===== src/rtl/counter_down_timer.sv =====
// rtl/counter_down_timer.sv - loadable down-counting timer with one-shot and periodic modes
module counter_down_timer #(
  parameter int WIDTH = 8
) (
  input  logic             clk,
  input  logic             rst,
  input  logic             load,
  input  logic [WIDTH-1:0] load_val,
  input  logic             start,
  input  logic             stop,
  input  logic             hold,
  input  logic             auto_reload,
  output logic [WIDTH-1:0] count,
  output logic             busy,
  output logic             tc,
  output logic             done
);

  typedef enum logic [1:0] {
    IDLE = 2'd0,
    RUN  = 2'd1,
    DONE = 2'd2
  } state_t;

  localparam logic [WIDTH-1:0] ZERO = '0;
  localparam logic [WIDTH-1:0] ONE  = {{(WIDTH-1){1'b0}}, 1'b1};

  state_t           state, state_nx;
  logic [WIDTH-1:0] reload_reg, reload_nx, count_nx;
  logic             tc_nx;

  always_ff @(posedge clk or negedge rst) begin
    if (!rst) begin
      state      <= IDLE;
      count      <= ZERO;
      reload_reg <= ZERO;
      tc         <= 1'b0;
    end else begin
      state      <= state_nx;
      count      <= count_nx;
      reload_reg <= reload_nx;
      tc         <= tc_nx;
    end
  end

  always_comb begin
    state_nx  = state;
    count_nx  = count;
    reload_nx = reload_reg;
    tc_nx     = 1'b0;
    if (load) begin
      count_nx  = load_val;
      reload_nx = load_val;
      state_nx  = IDLE;
    end else if (stop) begin
      state_nx = IDLE;
    end else begin
      case (state)
        IDLE: begin
          // The start edge only arms the timer; the first decrement is on the next edge.
          if (start && count != ZERO) state_nx = RUN;
        end
        RUN: begin
          if (!hold) begin
            if (count > ONE) begin
              count_nx = count - ONE;
            end else if (count == ONE && auto_reload && reload_reg != ZERO) begin
              count_nx = reload_reg;
              tc_nx    = 1'b1;
            end else if (count == ONE) begin
              count_nx = ZERO;
              tc_nx    = 1'b1;
              state_nx = DONE;
            end else begin
              state_nx = DONE;
            end
          end
        end
        DONE: begin
          if (start && reload_reg != ZERO) begin
            count_nx = reload_reg;
            state_nx = RUN;
          end
        end
        default: state_nx = IDLE;
      endcase
    end
  end

  assign busy = (state == RUN);
  assign done = (state == DONE);

endmodule


===== config.mk =====
export PLATFORM = sky130hd
export DESIGN_NAME = counter_down_timer
export DESIGN_NICKNAME = d
export VERILOG_FILES = /design/src/rtl/counter_down_timer.sv
export SDC_FILE = /design/constraint.sdc
export NUM_CORES = 1
export LEC_CHECK = 0
export CAP_MARGIN = 25
export CORE_MARGIN = 2
export CORE_UTILIZATION = 45
export DETAILED_ROUTE_END_ITERATION = 10
export DONT_BUFFER_PORTS = 1
export SLEW_MARGIN = 20
export SYNTH_ARGS = -nofsm -noshare
export SYNTH_HDL_FRONTEND = slang
export SYNTH_SLANG_ARGS = --single-unit

===== constraint.sdc =====
create_clock -name clk -period 3.4 [get_ports clk]
set_clock_uncertainty 0.2 [all_clocks]
set_input_delay 0.68 -clock clk [delete_from_list [all_inputs] [get_ports clk]]
set_output_delay 0.68 -clock clk [all_outputs]
set_load 0.05 [all_outputs]

==> flow_summary_export.csv, run 1 <==
group,metric,value,unit
outcome,status,"finished, final reports clean",
place,portBuffers,0,
detailed_routing,vias,1012,
synthesis,avgSynthCellArea,9.11,um2
power,p_leak,0.519,nW
die,initial_core_util,47.8,%
critical_path,end_kind,"flop",
grt,grt-ovfl-total,0,
grt,antenna_found_initial,0,
synthesis,synth-main-ff-cell,"dfrtp_1",
die,boundaryPins,26,
final_layout,final_nets,150,
final_layout,drive_gt1_share,9.85,%
grt,grt_max_degree,23,
detailed_routing,drt_iter0_markers,22,
critical_path,cp-start-kind,"flop",
cts,h-tree-depth,1,
timing,finalCritPeriodShare,80.6,%
cts,postCtsHoldBufs,1,
die,die-area,3060,um2
synthesis,ys_types,46,
grt,grt_pass1_vias,1013,
detailed_routing,wl,2.89,mm
die,core_area,2480,um2
cts,cts_resized,0,
final_layout,mostFrequentLayoutCells,"dfrtp_1, o21ai_0, nor2_1, inv_1, nand2_1",
timing,rsz0062_at_grt,"false",
detailed_routing,wl_per_cell,17.8,um
cts,cts_buffer_depth,2,
final_layout,diodes,0,
detailed_routing,drt-vias-per-instance,6.25,
final_layout,final-seq-area,475,um2
grt,grt_usage,19.9,%
synthesis,ys_seq_area_share,40.1,%
final_layout,areaGrowthSynthToFinish,4.33,%
timing,slew_headroom,41.3,%
die,dieWidth,55.3,um
synthesis,ys_ff_latch,19,
cts,root_buffer,"clkbuf_4",
place,place_hpwl,2.09,mm
synthesis,synth_area,1180,um2
power,powerDensity,427,nW/um2
min_path,min_path_type,"in2reg",
synthesis,async_flop_share,100,%
cts,clk_pin_slew,110,ps
timing,fmax,0.365,GHz
cts,cts_tree,"yes",
synthesis,ys_warn_count,0,
flow_run,cap_viol_max_count,0,
detailed_routing,first_pass_iters,4,
cts,clk_latency,310,ps
synthesis,synth_edf_count,0,
power,p_total,0.528,mW
synthesis,syn-instance-count,130,
timing,finalSetupViolCount,0,
final_layout,layout_commonest_cell,"dfrtp_1",
final_layout,multi_input_area,638,um2
synthesis,syn_nets,147,
power,vdd_drop_max,237,uV
place,gp_congestion,0.850,
grt,grt_pass1_wl,4.74,mm
timing,tightestPinTransition,877,ps
timing,hold_viol_final,0,
final_layout,nFillCells,236,
timing,drv_slew,0,
detailed_routing,postRouteAntennaNets,0,
critical_path,cp.arrival,2760,ps
timing,finalCriticalPeriod,2740,ps
critical_path,critPathKind,"reg2reg",
detailed_routing,drc,0,
die,fp-row-count,18,
cts,cts_made_buffers,3,
critical_path,cp_max_fo,6,
cts,post-cts-setup-buffers,0,
critical_path,worstPathRequired,3420,ps
timing,tns,0,ps
cts,cts_sinks,19,
die,die_h,55.3,um
worst max-delay path, cell delays in order, from the launching register on:
cell and delay (ps):
dfrtp_1 730, ha_1 300, or3b_1 410, a211oi_1 270, nor3_1 110, a211o_1 410
o211ai_1 230
logic make-up after synthesis:
| group | Yosys count | share of synthesized area, % |
|---|---|---|
| compound gates | 43 | 26.3 |
| fa+ha+maj | 2 | 2.11 |
| buf+inv | 15 | 6.02 |
| flops | 19 | 40.1 |
| mux | 2 | 1.90 |
| simple gates | 46 | 21.3 |
| xor+xnor | 3 | 2.22 |
area by class of cell:
type                       count  share of cell area, %
clock buffer                   4                   2.13
tap                           30                   3.04
multi-input combinational     96                   51.6
sequential                    19                   38.5
timing repair buffer           2                   1.42
inverter                      11                   3.34
report_power, final:
group          switching [mW]  total [mW]  leakage, nW  internal (mW)
clock                  0.0749       0.121       0.0150         0.0459
combinational          0.0534      0.0963        0.269         0.0429
sequential             0.0663       0.311        0.235          0.244
metal layers:
metal | wire length [um] | track usage, % | vias to the layer above
met5 | 0 | 0 | -
met4 | 94 | 11.8 | 0
met3 | 220 | 6.09 | 9
met2 | 1310 | 29.6 | 37
met1 | 1270 | 25.3 | 472
li1 | - | - | 494
synthesized netlist by cell type (all sizes together), types with 4 or more instances:
cell type	count	area, um2
inv	10	37.5
a21oi	6	30.0
o21ai	13	65.1
nand2	9	33.8
o211ai	4	30.0
dfrtp	19	475
nand3	4	20.0
nor4	4	25.0
nor3	4	20.0
nor2	11	41.3
final timing paths:
kind / from / endpoint / slack (ps) / cells past startpoint
min in group asynchronous: rst / tc / 720 / 1
setup / recovery: count[0] / count[2] / 660 / 6
hold reg to reg: reload_reg[7] / reload_reg[7] / 350 / 1
max in group asynchronous: rst / count[0] / 1740 / 1
hold / removal: stop / state[1] / 220 / 1
setup reg to reg: count[0] / count[2] / 660 / 6
per-stage QoR:
step | util, % | hold slack, ps | setup WS (ps) | cells | area (um2)
6_report | 49.9 | 220 | 661 | 162 | 1240
5_1_grt | 49.9 | 204 | 488 | 162 | 1240
4_1_cts | 49.9 | 221 | 638 | 162 | 1240
3_5_place_dp | 48.4 | 185 | 671 | 157 | 1200
3_3_place_gp | 48.4 | 185 | 664 | 157 | 1200
2_1_floorplan | - | 184 | 884 | 130 | 1180
Power figures use the tool's default switching activity.
==> run 2: changes to the inputs <==
==> constraint.sdc (replaced) <==
create_clock -name clk -period 2.7 [get_ports clk]
set_clock_uncertainty 0.2 [all_clocks]
set_input_delay 0.54 -clock clk [delete_from_list [all_inputs] [get_ports clk]]
set_output_delay 0.54 -clock clk [all_outputs]
set_load 0.05 [all_outputs]
==> run 2 against run 1 <==
Count of clock-buffer cells in the layout unchanged. Clock power increased by 24%. Global-route usage grew 0.86 points. Register-to-register slack worse by 520 ps. Maximum frequency increased by 6.8%. Setup slack got worse by 520 ps. Critical path type unchanged. Critical endpoint is now count[1].
==> flow_summary_export.csv, run 2 (synthesis gave the netlist of run 1 again) <==
group,metric,value,unit
outcome,status,"finished, final reports clean",
critical_path,critPathKind,"reg2reg",
cts,h-tree-depth,1,
timing,finalCriticalPeriod,2560,ps
detailed_routing,wl_per_cell,17.2,um
grt,grt_max_degree,23,
power,p_total,0.694,mW
timing,fmax,0.390,GHz
grt,grt_pass1_wl,5.00,mm
critical_path,rrSetupSlack,140,ps
final_layout,diodes,0,
die,initial_core_util,47.8,%
timing,hold_slack,95.9,ps
critical_path,cp-start-kind,"flop",
place,dpl-instance-area,1290,um2
final_layout,final_cells,175,
die,fp-row-count,18,
place,portBuffers,0,
die,dieWidth,55.3,um
detailed_routing,wl,3.01,mm
timing,timing.final.ws_setup,136,ps
critical_path,end_kind,"flop",
critical_path,reg2reg_depth,7,
timing,tightestPinTransition,592,ps
flow_run,cap_viol_max_count,0,
timing,finalSetupViolCount,0,
power,p_sw,0.249,mW
final_layout,final_util,54.1,%
grt,grt-ovfl-total,0,
power,p_clk_share,21.6,%
final_layout,nFillCells,224,
final_layout,mostFrequentLayoutCells,"dfrtp_1, buf_4, o21ai_0, nor2_1",
power,p_leak,0.586,nW
final_layout,drive_gt1_share,17.9,%
power,vdd_drop_max,358,uV
final_layout,final_nets,163,
critical_path,cp.arrival,2540,ps
cts,cts_sinks,19,
power,power_frac_comb,30.5,%
die,die_h,55.3,um
final_layout,layout_commonest_cell,"dfrtp_1",
grt,grt_pass1_vias,1027,
critical_path,r2r_start,"count[0]",
timing,rsz0062_at_grt,"false",
cts,root_buffer,"clkbuf_4",
min_path,min_path_type,"in2reg",
critical_path,worstPathRequired,2680,ps
detailed_routing,drt_iter0_markers,37,
final_layout,areaGrowthSynthToFinish,13.2,%
critical_path,rr_endpoint,"count[1]",
timing,drv_slew,0,
critical_path,crit_path_start,"count[0]",
detailed_routing,postRouteAntennaNets,0,
power,p_sw_share,35.9,%
place,placed_cells,169,
cts,clk_pin_slew,110,ps
final_layout,multi_input_area,638,um2
place,place_hpwl,2.25,mm
cts,clk_latency,300,ps
cts,cts_made_buffers,3,
critical_path,crit_end,"count[1]",
power,powerDensity,517,nW/um2
cts,cts_tree,"yes",
power,p_seq_share,47.9,%
power,p_int,0.445,mW
timing,slew_headroom,59.5,%
grt,antenna_found_initial,0,
detailed_routing,vias,1091,
cts,post-cts-setup-buffers,0,
critical_path,cp_max_fo,6,
cts,cts_buffer_depth,2,
timing,finalCritPeriodShare,95.0,%
final_layout,final-seq-area,475,um2
timing,tns,0,ps
detailed_routing,drt-vias-per-instance,6.23,
die,core_area,2480,um2
die,boundaryPins,26,
detailed_routing,first_pass_iters,4,
final_layout,design_area,1340,um2
timing,hold_viol_final,0,
place,gp_congestion,0.851,
grt,grt_usage,20.8,%
place,dpl_worst_slack,207,ps
die,die-area,3060,um2
detailed_routing,drc,0,
-- run 2: worst min-delay path by stage --
stage               startpoint       endpoint  slack, ps  cells after the start
finish                    stop       state[1]        100                      1
global route              stop       state[1]         80                      1
CTS                       stop       state[1]        100                      1
detailed placement         rst  reload_reg[2]         40                      0
global placement           rst  reload_reg[2]         40                      0
floorplan                  rst       count[0]         40                      0
-- run 2: worst max-delay path, cell delays in order, from the launching register on --
cell and delay (ps):
dfrtp_1 460, inv_1 110, ha_1 220, or3b_2 530, nor3_1 230, a211o_1 280
a211o_1 280, o221ai_1 130
-- run 2: per-layer routing --
| metal | routed length [um] | share of wire, % | vias up | global-route usage (%) |
|---|---|---|---|---|
| li1 | - | - | 522 | - |
| met1 | 1300 | 43 | 518 | 29.4 |
| met2 | 1410 | 47 | 47 | 31.3 |
| met3 | 267 | 8.9 | 4 | 4.68 |
| met4 | 31 | 1.0 | 0 | 6.97 |
| met5 | 0 | 0 | - | 0 |
-- run 2: what timing repair did --
action                                 in CTS  in global routing
endpoints found under the hold margin      19                  0
resized for setup                           0                  0
hold buffers                                1                  0
-- run 2: power groups by stage --
stage	Sequential, mW	Clock [mW]	Combinational, mW
2_1_floorplan	0.383	0	0.106
3_3_place_gp	0.337	0	0.200
3_5_place_dp	0.337	0	0.202
4_1_cts	0.332	0.153	0.210
5_1_grt	0.335	0.166	0.230
6_report	0.332	0.150	0.212
-- run 2: area by class of cell --
| cell class | count | area share [%] |
|---|---|---|
| multi-input combinational | 96 | 47.6 |
| tap | 30 | 2.80 |
| sequential | 19 | 35.4 |
| inverter | 11 | 3.08 |
| timing repair buffer | 15 | 9.14 |
| clock buffer | 4 | 1.96 |
==> run 3: changes to the inputs <==
--- a/config.mk
+++ b/config.mk
@@ -10,6 +10,7 @@
 export CORE_UTILIZATION = 45
 export DETAILED_ROUTE_END_ITERATION = 10
 export DONT_BUFFER_PORTS = 1
+export PLACE_DENSITY = 0.58
 export SLEW_MARGIN = 20
 export SYNTH_ARGS = -nofsm -noshare
 export SYNTH_HDL_FRONTEND = slang
==> run 3 against run 2 <==
Sequential power about the same. Sequential share of layout area increased by 0.81 points. Wire length decreased by 0.30%. Cell area decreased by 2.2%. Via count decreased by 1.1%. Largest cell class unchanged. Core utilization decreased by 1.2 points. Register-to-register slack improved by 70 ps. Highest routed layer unchanged. First-iteration DRC count decreased by 16%. Die area unchanged. Non-clock buffer count decreased by 3. Critical path depth unchanged.
==> flow_summary_export.csv, run 3 (synthesis gave the netlist of run 1 again) <==
group,metric,value,unit
outcome,status,"finished, final reports clean",
critical_path,cp.arrival,2460,ps
grt,grt_usage,20.9,%
detailed_routing,vias,1079,
critical_path,max_stage_delay,520,ps
critical_path,reg2reg_depth,7,
final_layout,layout_commonest_cell,"dfrtp_1",
cts,cts_sinks,19,
cts,cts_tree,"yes",
critical_path,critPathKind,"reg2reg",
timing,finalCriticalPeriod,2490,ps
power,p_leak,0.569,nW
cts,clk_pin_slew,110,ps
power,vdd_drop_max,362,uV
power,p_int,0.439,mW
detailed_routing,first_pass_iters,4,
timing,drv_slew,0,
critical_path,cp_cell_sequence,"inv_1 > ha_1 > or3b_2 > nor3_1 > a211o_1 > a211o_1 > o221ai_1",
detailed_routing,drt-vias-per-instance,6.27,
final_layout,drive_gt1_share,16.2,%
critical_path,path_common_cell,"a211o_1",
grt,grt_pass1_wl,5.07,mm
timing,rsz0062_at_grt,"false",
detailed_routing,postRouteAntennaNets,0,
min_path,min_to,"state[1]",
detailed_routing,drt_iter0_markers,31,
detailed_routing,wl,3.00,mm
final_layout,mostFrequentLayoutCells,"dfrtp_1, o21ai_0, nor2_1, buf_4",
critical_path,cp-start-kind,"flop",
cts,h-tree-depth,1,
detailed_routing,wl_per_cell,17.4,um
timing,hold_slack,109,ps
grt,grt_max_degree,23,
grt,grt-ovfl-total,0,
die,boundaryPins,26,
timing,finalSetupViolCount,0,
min_path,holdPathStages,1,
power,powerDensity,522,nW/um2
critical_path,crit_path_start,"count[0]",
power,p_seq_share,48.6,%
min_path,hold_start,"stop",
grt,grt_pass1_vias,1020,
power,power_frac_comb,30.0,%
place,place_hpwl,2.25,mm
critical_path,end_kind,"flop",
cts,cts_buffer_depth,2,
die,fp-row-count,18,
grt,antenna_found_initial,0,
timing,hold_viol_final,0,
critical_path,critPathSlowestCell,"or3b_2",
timing,tns,0,ps
die,initial_core_util,47.8,%
critical_path,r2r_start,"count[0]",
die,dieWidth,55.3,um
die,die-area,3060,um2
cts,root_buffer,"clkbuf_4",
die,core_area,2480,um2
flow_run,cap_viol_max_count,0,
critical_path,cp_max_fo,6,
critical_path,rrSetupSlack,210,ps
final_layout,final_util,52.9,%
detailed_routing,drc,0,
timing,fmax,0.401,GHz
timing,tightestPinTransition,870,ps
place,dpl-instance-area,1270,um2
min_path,min_path_type,"in2reg",
critical_path,rr_endpoint,"count[0]",
power,p_clk_share,21.4,%
die,die_h,55.3,um
cts,cts_made_buffers,3,
power,p_sw_share,35.9,%
critical_path,worstPathRequired,2670,ps
place,portBuffers,0,
final_layout,diodes,0,
timing,slew_headroom,41.8,%
final_layout,design_area,1310,um2
final_layout,final_nets,160,
timing,finalCritPeriodShare,92.4,%
final_layout,areaGrowthSynthToFinish,10.7,%
cts,clk_latency,300,ps
power,p_sw,0.246,mW
cts,cts_resized,0,
place,gp_congestion,0.916,
==> run 3: cell count changes in the layout (fill, tap and decap cells not counted) <==
cell,before,now
buf_4,13,11
buf_8,1,0
==> run 3: how the worst max path moves through the flow <==
stage               slack [ps]       end  cells past startpoint
floorplan                  180  count[7]                      5
global placement           250  count[1]                      7
detailed placement         260  count[0]                      7
CTS                        230  count[0]                      7
global route                90  count[3]                      7
finish                     210  count[0]                      7
==> run 3: repair_timing <==
action / in CTS / in global routing
hold buffers: 1 / 0
endpoints found under the hold margin: 19 / 0
buffers inserted: 0 / 0
==> run 3: through the flow <==
step	total power [mW]	cells	worst slack, ps
global route	0.725	172	90.5
detailed placement	0.536	167	258
floorplan	0.489	130	184
finish	0.685	172	205
global placement	0.535	167	250
CTS	0.692	172	230
==> run 3: final cells by class <==
cell class | instances | area (um2)
flip-flops and latches | 19 | 475
clock buffers | 4 | 26.3
fillers | 236 | 1170
multi-input cells | 96 | 638
repair buffers | 12 | 92.6
well taps | 30 | 37.5
inverters | 11 | 41.3
==> run 3: power by group through the flow <==
stage	registers [mW]	logic [mW]	clock network, mW
3_3_place_gp	0.338	0.197	0
2_1_floorplan	0.383	0.106	0
6_report	0.333	0.205	0.146
4_1_cts	0.333	0.205	0.154
5_1_grt	0.337	0.223	0.164
3_5_place_dp	0.338	0.197	0
==> run 3: critical path: cells and delay by family, from the launching register on <==
family / cells / cell delay [ps]
and+or+nand+nor: 2 / 710
AOI/OAI and AO/OA: 3 / 660
DFF: 1 / 450
adders and majority gates: 1 / 240
buffers and inverters: 1 / 100
==> run 3: per-layer routing <==
metal / global-route usage, % / routed length (um) / vias up
met2: 32.0 / 1440 / 43
met5: 0 / 0 / -
met3: 7.73 / 226 / 2
met4: 3.83 / 21 / 0
met1: 28.7 / 1310 / 522
li1: - / - / 512
